$ cat config.mk
export PLATFORM = sky130hd
export DESIGN_NAME = bn_chunked_adder
export DESIGN_NICKNAME = d
export VERILOG_FILES = /design/src/rtl/bn_chunked_adder.sv
export SDC_FILE = /design/constraint.sdc
export NUM_CORES = 1
export LEC_CHECK = 0
export ABC_AREA = 1
export CAP_MARGIN = 5
export CORE_MARGIN = 3
export CORE_UTILIZATION = 50
export DETAILED_ROUTE_END_ITERATION = 8
export PLACE_DENSITY = 0.87
export SLEW_MARGIN = 20
export SYNTH_ARGS = -nofsm -noshare
export SYNTH_HDL_FRONTEND = slang
export SYNTH_SLANG_ARGS = --single-unit
$ cat constraint.sdc
create_clock -name clk -period 5.85 [get_ports clk]
set_input_delay 1.17 -clock clk [delete_from_list [all_inputs] [get_ports clk]]
set_output_delay 1.17 -clock clk [all_outputs]
set_load 0.05 [all_outputs]
$ cat src/rtl/bn_chunked_adder.sv
// bn_chunked_adder
// ----------------
// Multi-cycle N-bit adder/subtractor. Each operation adds K bits per clock
// and passes the carry between chunks through a register, so a result takes
// M = N/K clocks to compute. N must be an integer multiple of K.
//
// Handshake (both sides): a transfer happens on a rising clk edge where
// valid and ready are both 1. The producer must hold its payload stable
// while valid=1 and ready=0. in_ready is 1 only in IDLE, and out_valid is
// 1 only in DONE. Because of this, one edge never accepts new operands and
// transfers a result at the same time.
//
// Ports
//   clk        rising-edge clock
//   rst        synchronous, active-high reset; wins over every other input
//   in_valid   X, Y, C_in and sub are presented
//   in_ready   block is idle and can accept operands
//   X, Y       N-bit operands
//   C_in       carry-in (add mode only; ignored when sub=1)
//   sub        0: Z = X + Y + C_in, 1: Z = X - Y
//   Z          N-bit result
//   C_out      carry out of bit N-1
//   overflow   two's-complement signed overflow
//   out_valid  Z, C_out and overflow are valid
//   out_ready  consumer accepts the result
//   dbg_state  current FSM state (IDLE=0, RUN=1, DONE=2)
module bn_chunked_adder #(
    parameter int N = 32,
    parameter int K = 8
) (
    input  logic         clk,
    input  logic         rst,
    input  logic         in_valid,
    output logic         in_ready,
    input  logic [N-1:0] X,
    input  logic [N-1:0] Y,
    input  logic         C_in,
    input  logic         sub,
    output logic [N-1:0] Z,
    output logic         C_out,
    output logic         overflow,
    output logic         out_valid,
    input  logic         out_ready,
    output logic [1:0]   dbg_state
);

    localparam int M  = N / K;
    localparam int IW = (M > 1) ? $clog2(M) : 1;

    typedef enum logic [1:0] {
        IDLE = 2'd0,
        RUN  = 2'd1,
        DONE = 2'd2
    } state_t;

    state_t        state;
    state_t        state_next;
    logic [IW-1:0] idx;
    logic [N-1:0]  x_q;
    logic [N-1:0]  y_q;     // already inverted for subtract
    logic          carry;   // carry into the current chunk

    logic [K-1:0]  chunk_x;
    logic [K-1:0]  chunk_y;
    logic [K:0]    chunk_sum;
    logic          carry_msb;  // carry into the top bit of this chunk
    logic          last_chunk;

    // Subtract is X + ~Y + 1: Y is inverted when latched and the initial
    // carry is forced to 1, so RUN only ever performs an add.
    assign chunk_x    = x_q[idx*K +: K];
    assign chunk_y    = y_q[idx*K +: K];
    assign chunk_sum  = {1'b0, chunk_x} + {1'b0, chunk_y} + {{K{1'b0}}, carry};
    assign carry_msb  = chunk_x[K-1] ^ chunk_y[K-1] ^ chunk_sum[K-1];
    assign last_chunk = (idx == IW'(M - 1));

    always_comb begin
        state_next = state;
        case (state)
            IDLE:    if (in_valid)   state_next = RUN;
            RUN:     if (last_chunk) state_next = DONE;
            DONE:    if (out_ready)  state_next = IDLE;
            default:                 state_next = IDLE;
        endcase
    end

    assign in_ready  = (state == IDLE);
    assign out_valid = (state == DONE);
    assign dbg_state = state;

    always_ff @(posedge clk) begin
        if (rst) begin
            state    <= IDLE;
            idx      <= '0;
            x_q      <= '0;
            y_q      <= '0;
            carry    <= 1'b0;
            Z        <= '0;
            C_out    <= 1'b0;
            overflow <= 1'b0;
        end else begin
            state <= state_next;
            case (state)
                IDLE: begin
                    if (in_valid) begin
                        x_q   <= X;
                        y_q   <= sub ? ~Y : Y;
                        carry <= sub ? 1'b1 : C_in;
                        idx   <= '0;
                    end
                end
                RUN: begin
                    Z[idx*K +: K] <= chunk_sum[K-1:0];
                    carry         <= chunk_sum[K];
                    idx           <= last_chunk ? '0 : idx + IW'(1);
                    // Only the final chunk sees bit N-1, so flags are
                    // captured there and then held through DONE and IDLE.
                    if (last_chunk) begin
                        C_out    <= chunk_sum[K];
                        overflow <= chunk_sum[K] ^ carry_msb;
                    end
                end
                default: ;
            endcase
        end
    end

endmodule

# After elaboration in Yosys (flattened, before gate mapping)
# Index checks and enable logic that the tools add are counted.
totals:
  elab_cells: 44
  output_inout_bits: 38
  register_bits: 103
classes:
  n_eq_ne: 6
  n_reduce_logical: 6
  add_sub_neg: 4
  n_bitwise: 4
  n_mux: 12
  shifts: 4
op_table:
  columns: ["op", "n"]
  rows:
  - ["32-bit by 6-bit variable part select with 8-bit output", 2]
  - ["5-bit negator with 34-bit output", 1]
  - ["8-bit by 34-bit variable shift with 32-bit output (first input constant)", 1]
  - ["8-bit by 34-bit variable part select with 32-bit output", 1]
  - ["32-bit bitwise mux", 1]
  - ["32-bit 2-to-1 mux", 1]
  - ["32-bit NOT", 1]
  - ["2-bit 2-to-1 mux", 5]
  - ["8-bit by 8-bit adder with 9-bit output", 1]
  - ["9-bit by 1-bit adder with 9-bit output", 1]
  - ["2-bit case mux with 3 select lines", 1]
  - ["2-bit AND reduction", 3]
  - ["2-bit == test (second input constant)", 2]
  - ["2-bit inequality test (second input constant)", 2]
  - ["2-bit case mux with 2 select lines", 1]
  - ["3-bit AND reduction", 1]
  - ["1-bit XOR", 3]
  - ["2-bit by 1-bit adder with 2-bit output (second input constant)", 1]
  - ["2-bit by 1-bit == test with 1-bit output (second input constant)", 1]
  - ["2-bit zero test", 1]
  - ["1-bit 2-to-1 mux", 2]
  - ["2-bit by 1-bit inequality test with 1-bit output (second input constant)", 1]
  - ["1-bit case mux with 2 select lines", 1]
  - ["2-bit nonzero test", 1]

# Logic depth before layout (Yosys ltp)
# Gate-level depths: netlist of the first run.
logic_depth:
  ltp_word: 5
  ltp_mapped: 17

# Least setup slack after synthesis of the first run
# Ideal clock, no wire load.
synth_path:
  path_kind: "register to output"
  from: "reg state[1] (netlist: dbg_state[1])"
  to: "out out_valid"
  arrival_ns: 1.474
  path_buffers: 0
  setup_slack_ns: 3.206
  t_required_ns: 4.680
  path_stages_with_launch: 3
  path_cell_list: "dfxtp_1 -> inv_1 -> nor2_1"
synth_via:
  elab_chain_cells: 1
synth_lines:
  columns: ["item", "line", "rtl"]
  rows:
  - ["start: declaration", "56", "state_t state;"]
  - ["start signal: assignment", "102", "state <= state_next;"]
  - ["2-bit == test", "88", "assign out_valid = (state == DONE);"]
  - ["end: declaration", "42", "output logic out_valid,"]
# No other way between the ends.

# Worst setup path in the final report of the first run
layout_path:
  from: "reg idx[1]"
  to: "reg Z[28]"
layout_via:
  elab_chain_cells: 5
layout_lines:
  columns: ["item", "line", "rtl"]
  rows:
  - ["start: declaration", "58", "logic [IW-1:0] idx;"]
  - ["start signal: assignment", "115", "idx <= last_chunk ? '0 : idx + IW'(1);"]
  - ["32-bit by 6-bit variable part select with 8-bit output, on equally long branches", "71, 72", null]
  - ["8-bit by 8-bit adder with 9-bit output", "73", "assign chunk_sum = {1'b0, chunk_x} + {1'b0, chunk_y} + {{K{1'b0}}, carry};"]
  - ["9-bit by 1-bit adder with 9-bit output", "73", null]
  - ["8-bit by 34-bit variable part select with 32-bit output", "113", "Z[idx*K +: K] <= chunk_sum[K-1:0];"]
  - ["32-bit bitwise mux *", "113", null]
  - ["end signal: indexed assignment", "113", null]
  - ["end: declaration", "39", "output logic [N-1:0] Z,"]
# Mark *: on every way between the ends. The rest lies on a longest branch, timed or not.
# A chain may end at the register's enable or synchronous reset.

==> summary.md, run 1 <==
| Metric | Value |
|---|---|
| First-pass DRT Iterations | `5` |
| Syn Inst Count | `roughly 640` |
| Post-synthesis compound-gate area fraction | `around 19%` |
| DRT antenna net count | `0` |
| Post-synth EDFFs | `0` |
| Syn avg cell area | `7.690 um2` |
| Share of synthesized flip-flops with an asynchronous set or reset | `0%` |
| Worst-path cell chain | `clkinv_1, o21ai_0, o22ai_1, fa_1, inv_1, fa_1, inv_1, a21oi_1, xnor2_1, nand4_1, a21oi_1` |
| Antenna violations before repair | `0` |
| H-tree lvl count | `3` |
| Syn nets | `~720` |
| Nets | `roughly 800` |
| Layout cell share with drive strength beyond 1 | `between 5 and 6%` |
| Synth Area in Adders | `4.138%` |
| Seq/Total Area, Yosys | `42.09%` |
| Max Cap Violations | `0` |
| Hold Worst Slack | `approximately 0.47 ns` |
| Count of cell types in the netlist | `33` |
| Final Max Tran Viols | `0` |
| Core ar. | `~9400 um2` |
| Peak supply drop | `approximately 0.00015 V` |
| Post-CTS setup buffer count | `0` |
| Root Buffer | `clkbuf_8` |
| Final WL | `~12,000 um` |
| Setup ws final | `between 2 and 2.5 ns` |
| Slowest stage delay, CP | `around 0.78 ns` |
| Data arrival time of the worst path | `3.97 ns` |
| Achievable Freq | `273.2 MHz` |
| Post-synthesis xor/xnor area fraction | `~6.3%` |
| Commonest cells after routing, fill and taps aside | `nor2_1, clkdlybuf4s50_1, dfxtp_1` |
| Layout area overhead | `25.90%` |
| Worst EP required | `6.16 ns` |
| Crit-path max FO | `21` |
| CTS max path bufs | `2` |
| DIE HEIGHT | `about 100 um` |
| CTS buffer count | `9` |
| Post-Place Worst Slack | `around 2.2 ns` |
| Yosys warnings | `0` |
| DIE WIDTH | `approximately 100 um` |
| Die area | `11,020 um2` |
| Cell accounting for the most synthesized area | `dfxtp_1` |
| GPL Wtd Cong | `approximately 0.84` |
| Clk sink count | `a little over 100` |
| Worst skew pair latency | `roughly 0.38 ns` |
| Dpl hpwl | `a little under 9000 um` |
| Cell Count, Final, Fillers Out | `about 850` |
| Routed length per instance | `~14 um` |
| Register bit total from synthesis | `between 100 and 150` |
| CP Launch Type | `register` |
| Commonest non-fill, non-tap cell in the layout | `nor2_1` |
| Residual DRC | `0` |
| Min-delay worst type | `reg2reg` |
| CP Class | `reg2reg` |
| Final setup TNS | `0 ns` |
| Clock Skew | `approximately 0.013 ns` |
| Period utilisation layout | `62.57%` |
| Vias in the first global route | `4,273` |
| CTS tree | `built` |
| Synth top area cells | `dfxtp_1, nor2_1, o21ai_0, nand2_1, xnor2_1` |
| CTS Hold Buffers Added | `0` |
| Setup crit end kind | `register` |
| Final setup vio count | `0` |
| Post-synthesis cell area | `around 5000 um2` |
| PD cells | `about 270 nW/um2` |
| Relative slew slack | `32.10%` |
| Worst-Margin Slew | `between 1 and 1.5 ns` |
| GR Overflow Total | `0` |
| Simple-gate portion of the synthesized area | `between 20% and 30%` |
| # port buffers | `roughly 110` |
| Post-synth top area share | `a little over two fifths` |
| Via/cell ratio | `approximately 5.4` |
| # IOs | `about 110` |
| Post-synth top flop | `dfxtp_1` |
| CP max-delay cell | `dfxtp_1` |
| DP Cell Count | `about 840` |
| Largest net degree at the start of global routing | `slightly below 100` |
| Hold Vio Cnt, Final | `0` |
| All-Layer GR Usage | `a little over a fifth` |
| Leakage power | `between 2 and 2.5 nW` |
| Fin crit period | `3.661 ns` |
| Clock slew at reported path FFs | `0.11 ns` |
| DRT iter0 DRCs | `345` |
| Num rows | `35` |
| Via count | `4,566` |
| # diodes | `0` |
| Total power draw | `1.693 mW` |
| Mux share of post-synthesis cell area | `0%` |
| Post-CTS sizing | `0` |
| Largest family of logic cells by synthesized area | `simple AND/OR/NAND/NOR gates` |
| RSZ-0062 raised after global routing | `false` |
| Outcome | `complete, no violations` |
| Initial Utilization | `a little over half` |
| First-pass GRT wire length | `19,700 um` |
## worst paths after layout
path,start,end,slack [ns],depth (start not counted)
worst max-delay path,idx[1],Z[28],2.19,11
worst min-delay path,Z[7],Z[7],0.47,2
worst max register to register,idx[1],Z[28],2.19,11
worst min register to register,Z[7],Z[7],0.47,2
## synth_stat cells (all sizes together) (2+ instances only)
cell	instances
nor2	141
dfxtp	103
nand2	85
o21ai	64
a21oi	38
xnor2	33
a211oi	31
inv	31
buf	21
clkbuf	20
nand3	16
o22ai	14
ha	13
nand4	9
a22oi	3
a32oi	3
fa	2
nor3	2
o21a	2
xor2	2
## cell families after synthesis
| logic type | after synthesis |
|---|---|
| AND/OR/NAND/NOR | 254 |
| AO/OA/AOI/OAI | 157 |
| flip-flops | 103 |
| buffers and inverters | 73 |
| XOR/XNOR | 35 |
| adder cells (fa/ha/maj) | 15 |
## registers in the layout, indices dropped and copies added, names as in the netlist
name       count
y_q           32
x_q           32
overflow       1
C_out          1
dbg_state      2
carry          1
Z             32
idx            2
## metal layers
metal / part of all wire [%] / vias to the layer above / global-route usage (%)
li1: - / 2270 / -
met3: 6.4 / 24 / 2.965
met4: 2.2 / 0 / 9.091
met5: 0 / - / 0
met1: 43 / 2103 / 27.55
met2: 49 / 169 / 36.39
## area by class of cell
type | instances | area [um2]
clock buffers | 9 | 123.9
clock inverters | 7 | 102.6
fillers | 788 | 3204
inverters | 32 | 122.6
multi-input cells | 461 | 2511
flip-flops and latches | 103 | 2062
well taps | 129 | 161.4
repair buffers | 110 | 1084
## worst max-delay path, delay by kind of cell (launching register included)
kind / cells / cell delay, ns
AOI/OAI and AO/OA: 4 / 0.81
xor gates and xnor gates: 1 / 0.30
adders and majority gates: 2 / 0.67
buffers and inverters: 3 / 0.87
DFF: 1 / 0.78
and+or+nand+nor: 1 / 0.15
## through the flow
stage               utilization [%]  instance area [um2]
floorplan                         -                 4898
global placement              63.39                 5941
detailed placement            63.39                 5941
CTS                           65.81                 6167
global route                  65.81                 6167
finish                        65.81                 6167
## power by group
group / leakage (nW) / internal (mW) / switching [mW] / total, mW
registers: 0.846 / 0.747 / 0.0266 / 0.774
clock network: 0.111 / 0.246 / 0.254 / 0.500
logic: 1.38 / 0.159 / 0.259 / 0.418
total: 2.34 / 1.15 / 0.540 / 1.69
(Power assumes the default switching activity.)
==> run 2, diff against run 1 <==
clock period = 3.5 ns   (was 5.85 ns; I/O delays follow)
==> run 2 against run 1 <==
  * Maximum frequency grew 29%
  * Largest cell class unchanged
  * Sequential share of layout area about the same
  * Via count up 2.0%
==> summary.md, run 2 (synthesis gave the netlist of run 1 again) <==
| Metric | Value |
|---|---|
| Cell Count, Final, Fillers Out | `856 (+0.59%)` |
| GR Overflow Total | `0 (unchanged)` |
| Routed length per instance | `14.48 um (+1.2%)` |
| Sw Share | `32.97% (+1.1 points)` |
| Nets | `807 (+0.62%)` |
| Data arrival time of the worst path | `3.15 ns (-0.82 ns)` |
| Register area | `2062 um2 (unchanged)` |
| Vias in the first global route | `4,324 (+1.2%)` |
| Root Buffer | `clkbuf_8` |
| CTS buffer count | `9 (unchanged)` |
| Via/cell ratio | `5.439 (+1.4%)` |
| Num rows | `35 (unchanged)` |
| Initial Utilization | `52.27% (unchanged)` |
| Worst-Margin Slew | `0.8334 ns (-0.1826 ns)` |
| # IOs | `108 (unchanged)` |
| Reg2Reg Depth | `14 (+3)` |
| CP max-delay cell | `fa_1` |
| PD cells | `436.5 nW/um2 (+59%)` |
| Layout area overhead | `25.80% (about the same)` |
| Setup ws final | `0.6577 ns (-1.532 ns)` |
| Total power draw | `2.690 mW (+59%)` |
| Largest regs | `Z: 32 flops, x_q: 32 flops, y_q: 32 flops` |
| Core ar. | `9371 um2 (unchanged)` |
| CTS max path bufs | `2 (unchanged)` |
| Clk sink count | `103 (unchanged)` |
| All-Layer GR Usage | `22.37% (+0.82 points)` |
| CTS Hold Buffers Added | `0 (unchanged)` |
| Dpl hpwl | `9107 um (+4.8%)` |
| Final Max Tran Viols | `0 (unchanged)` |
| Min-delay worst type | `reg2reg` |
| Outcome | `complete, no violations` |
| Die area | `11,020 um2 (unchanged)` |
| # diodes | `0 (unchanged)` |
| Clock Skew | `0.01197 ns (-0.001314 ns)` |
| First-pass GRT wire length | `20,350 um (+3.3%)` |
| Post-CTS setup buffer count | `0 (unchanged)` |
| CTS tree | `built` |
| Fill cells | `823 (+4.4%)` |
| Final setup vio count | `0 (unchanged)` |
| Largest net degree at the start of global routing | `67 (-31%)` |
| DIE HEIGHT | `105.0 um (unchanged)` |
| RSZ-0062 raised after global routing | `false` |
| Slowest stage delay, CP | `0.40 ns (-0.38 ns)` |
| Peak supply drop | `0.0002185 V (+50%)` |
| Relative slew slack | `44.44% (+12 points)` |
| Critical Path Most Common Cell | `inv_1` |
| Residual DRC | `0 (unchanged)` |
| Fin crit period | `2.842 ns (-0.8183 ns)` |
| Leakage power | `2.336 nW (about the same)` |
| CP Class | `reg2reg` |
| Post-CTS sizing | `0 (unchanged)` |
| Internal power | `1.803 mW (+56%)` |
| Setup crit end kind | `register` |
| DIE WIDTH | `105.0 um (unchanged)` |
| Crit path depth | `14 (+3)` |
| Max Cap Violations | `0 (unchanged)` |
| Post-Place Worst Slack | `0.7222 ns (-1.452 ns)` |
| DRT antenna net count | `0 (unchanged)` |
| Clock slew at reported path FFs | `0.10 ns (about the same)` |
| Achievable Freq | `351.8 MHz (+29%)` |
| Crit path max-delay family | `buffers and inverters` |
| GPL Wtd Cong | `0.8889 (+5.7%)` |
| DP Area | `5978 um2 (+0.63%)` |
| H-tree lvl count | `3 (unchanged)` |
| Worst EP required | `3.80 ns (-2.36 ns)` |
| Clk pwr share | `26.1% (-3.5 points)` |
| Hold Crit Depth | `2 (unchanged)` |
| First-pass DRT Iterations | `5 (unchanged)` |
| DP Cell Count | `840 (+0.60%)` |
| Worst skew pair latency | `0.37 ns (about the same)` |
| Layout cell share with drive strength beyond 1 | `5.777% (+0.51 points)` |
| Final instance area | `6162 um2 (about the same)` |
| Commonest non-fill, non-tap cell in the layout | `nor2_1` |
| Commonest cells after routing, fill and taps aside | `nor2_1, clkdlybuf4s50_1, dfxtp_1` |
| Crit-path max FO | `23 (+9.5%)` |
| Sw Pwr | `886.6 uW (+64%)` |
| # port buffers | `107 (unchanged)` |
| Antenna violations before repair | `0 (unchanged)` |
| Via count | `4,656 (+2.0%)` |
| DRT iter0 DRCs | `306 (-11%)` |
| Final WL | `12,390 um (+1.8%)` |
| Hold Vio Cnt, Final | `0 (unchanged)` |
| Final setup TNS | `0 ns (unchanged)` |
| Combinational Power Share | `25.7% (+1.0 points)` |
| Buf+Inv Stages, Crit Path | `4 (+1)` |
| Period utilisation layout | `81.21% (+19 points)` |
| Worst-path cell chain | `inv_1, buf_4, o21ai_0, o22ai_1, fa_1, inv_1, fa_1, inv_1, nand3_1, nand3_1, nand2_1, nand2_1, nand4_1, a21oi_1` |
| CP Launch Type | `register` |
| Sequential group share of total power | `48.2% (+2.5 points)` |
| Multi-input gate area | `2511 um2 (unchanged)` |
[run 2: cell types whose count changed in the layout (fill, tap and decap cells not counted)]
cell and delta:
bufinv_16 -2, clkinvlp_4 +2, clkbuf_8 +1, inv_8 +1, clkbuf_1 +1, buf_4 +5
inv_6 -3
[run 2: path summary, 6_finish.rpt]
path | startpoint | slack, ns | end
worst max-delay path | idx[0] | 0.66 | Z[14]
worst min register to register | Z[24] | 0.47 | Z[24]
worst max register to register | idx[0] | 0.66 | Z[14]
worst min-delay path | Z[24] | 0.47 | Z[24]
[run 2: power by group through the flow]
stage          logic, mW  registers (mW)  clock network (mW)
6_report           0.691            1.30               0.702
5_1_grt            0.770            1.30               0.749
4_1_cts            0.686            1.30               0.705
3_5_place_dp       0.682            1.32                   0
3_3_place_gp       0.667            1.32                   0
2_1_floorplan      0.448            1.34                   0
[run 2: layout make-up]
type,instances,area share [%]
multi-input cells,461,40.75
well taps,129,2.619
flip-flops and latches,103,33.46
inverters,32,1.990
clock inverters,5,0.6904
clock buffers,11,2.294
repair buffers,115,18.19
[run 2: through the flow]
step | hold slack [ns] | utilization [%]
global placement | 0.4503 | 63.79
finish | 0.4740 | 65.75
global route | 0.4872 | 65.75
detailed placement | 0.4609 | 63.79
floorplan | 0.4301 | -
CTS | 0.4738 | 65.75
[run 2: worst register-to-register path: stages, from the launching register on]
cell and delay, ns:
dfxtp_1 0.32, inv_1 0.35, buf_4 0.34, o21ai_0 0.14
o22ai_1 0.18, fa_1 0.22, inv_1 0.06, fa_1 0.40
inv_1 0.09, nand3_1 0.09, nand3_1 0.10, nand2_1 0.06
nand2_1 0.15, nand4_1 0.12, a21oi_1 0.16
[run 2: per-layer routing]
metal  vias to the layer above  part of all wire [%]  global-route usage, %
li1                       2285                     -                      -
met1                      2109                    43                  28.39
met2                       230                    47                  37.72
met3                        32                   6.7                  4.447
met4                         0                   3.0                  7.966
met5                         -                     0                      0
==> run 3, diff against run 2 <==
clock period = 2.85 ns   (was 3.5 ns; I/O delays follow)
==> run 3 against run 2 <==
  * Final area is 1.9% higher
  * Clock skew increased by 0.00086 ns
  * Critical path depth fell by 1
  * Global-route usage fell by 0.53 points
  * Critical path type unchanged
  * Largest cell class unchanged
==> summary.md, run 3 (synthesis gave the netlist of run 1 again) <==
| Metric | Value |
|---|---|
| DRT antenna net count | `0 (unchanged)` |
| Setup crit end kind | `register` |
| Commonest cells after routing, fill and taps aside | `nor2_1, clkdlybuf4s50_1, dfxtp_1` |
| CTS max path bufs | `2 (unchanged)` |
| CTS tree | `built` |
| First-pass DRT Iterations | `5 (unchanged)` |
| Multi-input gate area | `2519 um2 (+0.30%)` |
| Sequential group share of total power | `45.6% (-2.6 points)` |
| Final core occ | `67.01% (+1.3 points)` |
| Sw Share | `31.14% (-1.8 points)` |
| Fin crit period | `2.604 ns (-0.2387 ns)` |
| Crit path max-delay family | `adder cells` |
| Vias in the first global route | `4,300 (-0.56%)` |
| Via count | `4,553 (-2.2%)` |
| Setup ws final | `0.2464 ns (-0.4113 ns)` |
| Root Buffer | `clkbuf_8` |
| Via/cell ratio | `5.276 (-3.0%)` |
| Register area | `2062 um2 (unchanged)` |
| Final Max Tran Viols | `0 (unchanged)` |
| Internal power | `2.405 mW (+33%)` |
| Achievable Freq | `384.1 MHz (+9.2%)` |
| CP Class | `reg2reg` |
| Leakage power | `2.400 nW (+2.8%)` |
| Period utilisation layout | `91.35% (+10 points)` |
| Layout cell share with drive strength beyond 1 | `7.084% (+1.3 points)` |
| Die area | `11,020 um2 (unchanged)` |
| H-tree lvl count | `3 (unchanged)` |
| Combinational Power Share | `25.1% (-0.6 points)` |
| Clock slew at reported path FFs | `0.10 ns (about the same)` |
| Crit path depth | `13 (-1)` |
| DIE HEIGHT | `105.0 um (unchanged)` |
| CP max-delay cell | `dfxtp_1` |
| Hold Vio Cnt, Final | `0 (unchanged)` |
| R2r setup slk | `0.25 ns (-0.41 ns)` |
| All-Layer GR Usage | `21.84% (-0.53 points)` |
| CTS buffer count | `9 (unchanged)` |
| CP Launch Type | `register` |
| Hold Crit Depth | `2 (unchanged)` |
| # IOs | `108 (unchanged)` |
| Data arrival time of the worst path | `2.89 ns (-0.26 ns)` |
| Core ar. | `9371 um2 (unchanged)` |
| Cell Count, Final, Fillers Out | `863 (+0.82%)` |
| GPL Wtd Cong | `0.9114 (+2.5%)` |
| Post-Place Worst Slack | `0.2023 ns (-0.5199 ns)` |
| Final setup vio count | `0 (unchanged)` |
| Buf+Inv Stages, Crit Path | `3 (-1)` |
| GR Overflow Total | `0 (unchanged)` |
| DP Cell Count | `847 (+0.83%)` |
| Clk pwr share | `29.4% (+3.3 points)` |
| Largest regs | `Z: 32 flops, x_q: 32 flops, y_q: 32 flops` |
| Clock Skew | `0.01284 ns (+0.0008631 ns)` |
| PD cells | `556.1 nW/um2 (+27%)` |
| Final WL | `12,150 um (-1.9%)` |
| # diodes | `0 (unchanged)` |
| DRT iter0 DRCs | `287 (-6.2%)` |
| Largest net degree at the start of global routing | `67 (unchanged)` |
| # port buffers | `107 (unchanged)` |
| Slowest stage delay, CP | `0.40 ns (about the same)` |
| Commonest non-fill, non-tap cell in the layout | `nor2_1` |
| Clk sink count | `103 (unchanged)` |
| DIE WIDTH | `105.0 um (unchanged)` |
| First-pass GRT wire length | `19,920 um (-2.1%)` |
| Num rows | `35 (unchanged)` |
| Fill cells | `830 (+0.85%)` |
| Post-CTS setup buffer count | `0 (unchanged)` |
| Nets | `814 (+0.87%)` |
| Reg2Reg Depth | `13 (-1)` |
| Sw Pwr | `1.088 mW (+23%)` |
| Dpl hpwl | `9298 um (+2.1%)` |
| Residual DRC | `0 (unchanged)` |
| Crit-path max FO | `46 (+100%)` |
| Outcome | `complete, no violations` |
| Relative slew slack | `49.65% (+5.2 points)` |
| Worst skew pair latency | `0.36 ns (about the same)` |
| Antenna violations before repair | `0 (unchanged)` |
| Max Cap Violations | `0 (unchanged)` |
| Layout area overhead | `28.20%` |
| Worst EP required | `3.13 ns (-0.67 ns)` |
| Min-delay worst type | `reg2reg` |
| Worst-path cell chain | `buf_12, o21ai_0, o22ai_1, fa_1, inv_1, fa_1, inv_1, nand3_1, nand3_1, nand2_1, nand2_1, nand4_1, a21oi_1` |
| Peak supply drop | `0.0002863 V (+31%)` |
| Worst-Margin Slew | `0.7545 ns (-0.07889 ns)` |
| Initial Utilization | `52.27% (unchanged)` |
| Routed length per instance | `14.08 um (-2.7%)` |
| RSZ-0062 raised after global routing | `false` |
| Final setup TNS | `0 ns (unchanged)` |
[run 3: cell count changes in the layout (fill, tap and decap cells not counted), sizes merged]
| cell | delta |
|---|---|
| buf | +7 |
| bufinv | +2 |
| clkbuf | -1 |
| clkinv | -1 |
[run 3: area by class of cell]
cell class	count	share of cell area [%]
clock buffers	10	2.192
clock inverters	6	1.454
inverters	32	1.953
multi-input cells	461	40.11
flip-flops and latches	103	32.84
well taps	129	2.570
repair buffers	122	18.89
[run 3: worst reg2reg max path, stage by stage (launching register included)]
cell and delay [ns]:
dfxtp_1 0.40, buf_12 0.24, o21ai_0 0.15, o22ai_1 0.23
fa_1 0.24, inv_1 0.06, fa_1 0.40, inv_1 0.09
nand3_1 0.10, nand3_1 0.11, nand2_1 0.06, nand2_1 0.20
nand4_1 0.11, a21oi_1 0.15
[run 3: power by group through the flow]
| stage | Clock, mW | Sequential, mW | Combinational, mW |
|---|---|---|---|
| after detailed placement | 0 | 1.62 | 0.859 |
| final | 1.03 | 1.59 | 0.875 |
| after global placement | 0 | 1.62 | 0.839 |
| after global routing | 1.08 | 1.60 | 0.970 |
| after floorplan | 0 | 1.64 | 0.550 |
| after CTS | 1.03 | 1.59 | 0.863 |
[run 3: what timing repair did]
| item | CTS | global route |
|---|---|---|
| endpoints found under the setup margin | 0 | 8 |
| hold buffers | 0 | 0 |
| resized for setup | 0 | 2 |
[run 3: worst paths after layout]
| path | startpoint | to |
|---|---|---|
| hold reg to reg | Z[2] | Z[2] |
| setup reg to reg | idx[0] | Z[30] |
| hold / removal | Z[2] | Z[2] |
| setup / recovery | idx[0] | Z[30] |
[run 3: per-layer routing]
metal  vias to the layer above  part of all wire [%]  track usage (%)
met5                         -                     0                0
met4                         0                   2.5            8.810
met3                        24                   5.3            3.088
met2                       162                    49            37.86
met1                      2065                    43            27.24
li1                       2302                     -                -
[run 3: through the flow]
stage | hold WS, ns | power [mW] | cell area (um2)
after floorplan | 0.4301 | 2.193 | 4898
after global placement | 0.4447 | 2.458 | 6043
after detailed placement | 0.4551 | 2.482 | 6043
after CTS | 0.4690 | 3.484 | 6272
after global routing | 0.4913 | 3.651 | 6280
final | 0.4691 | 3.492 | 6280
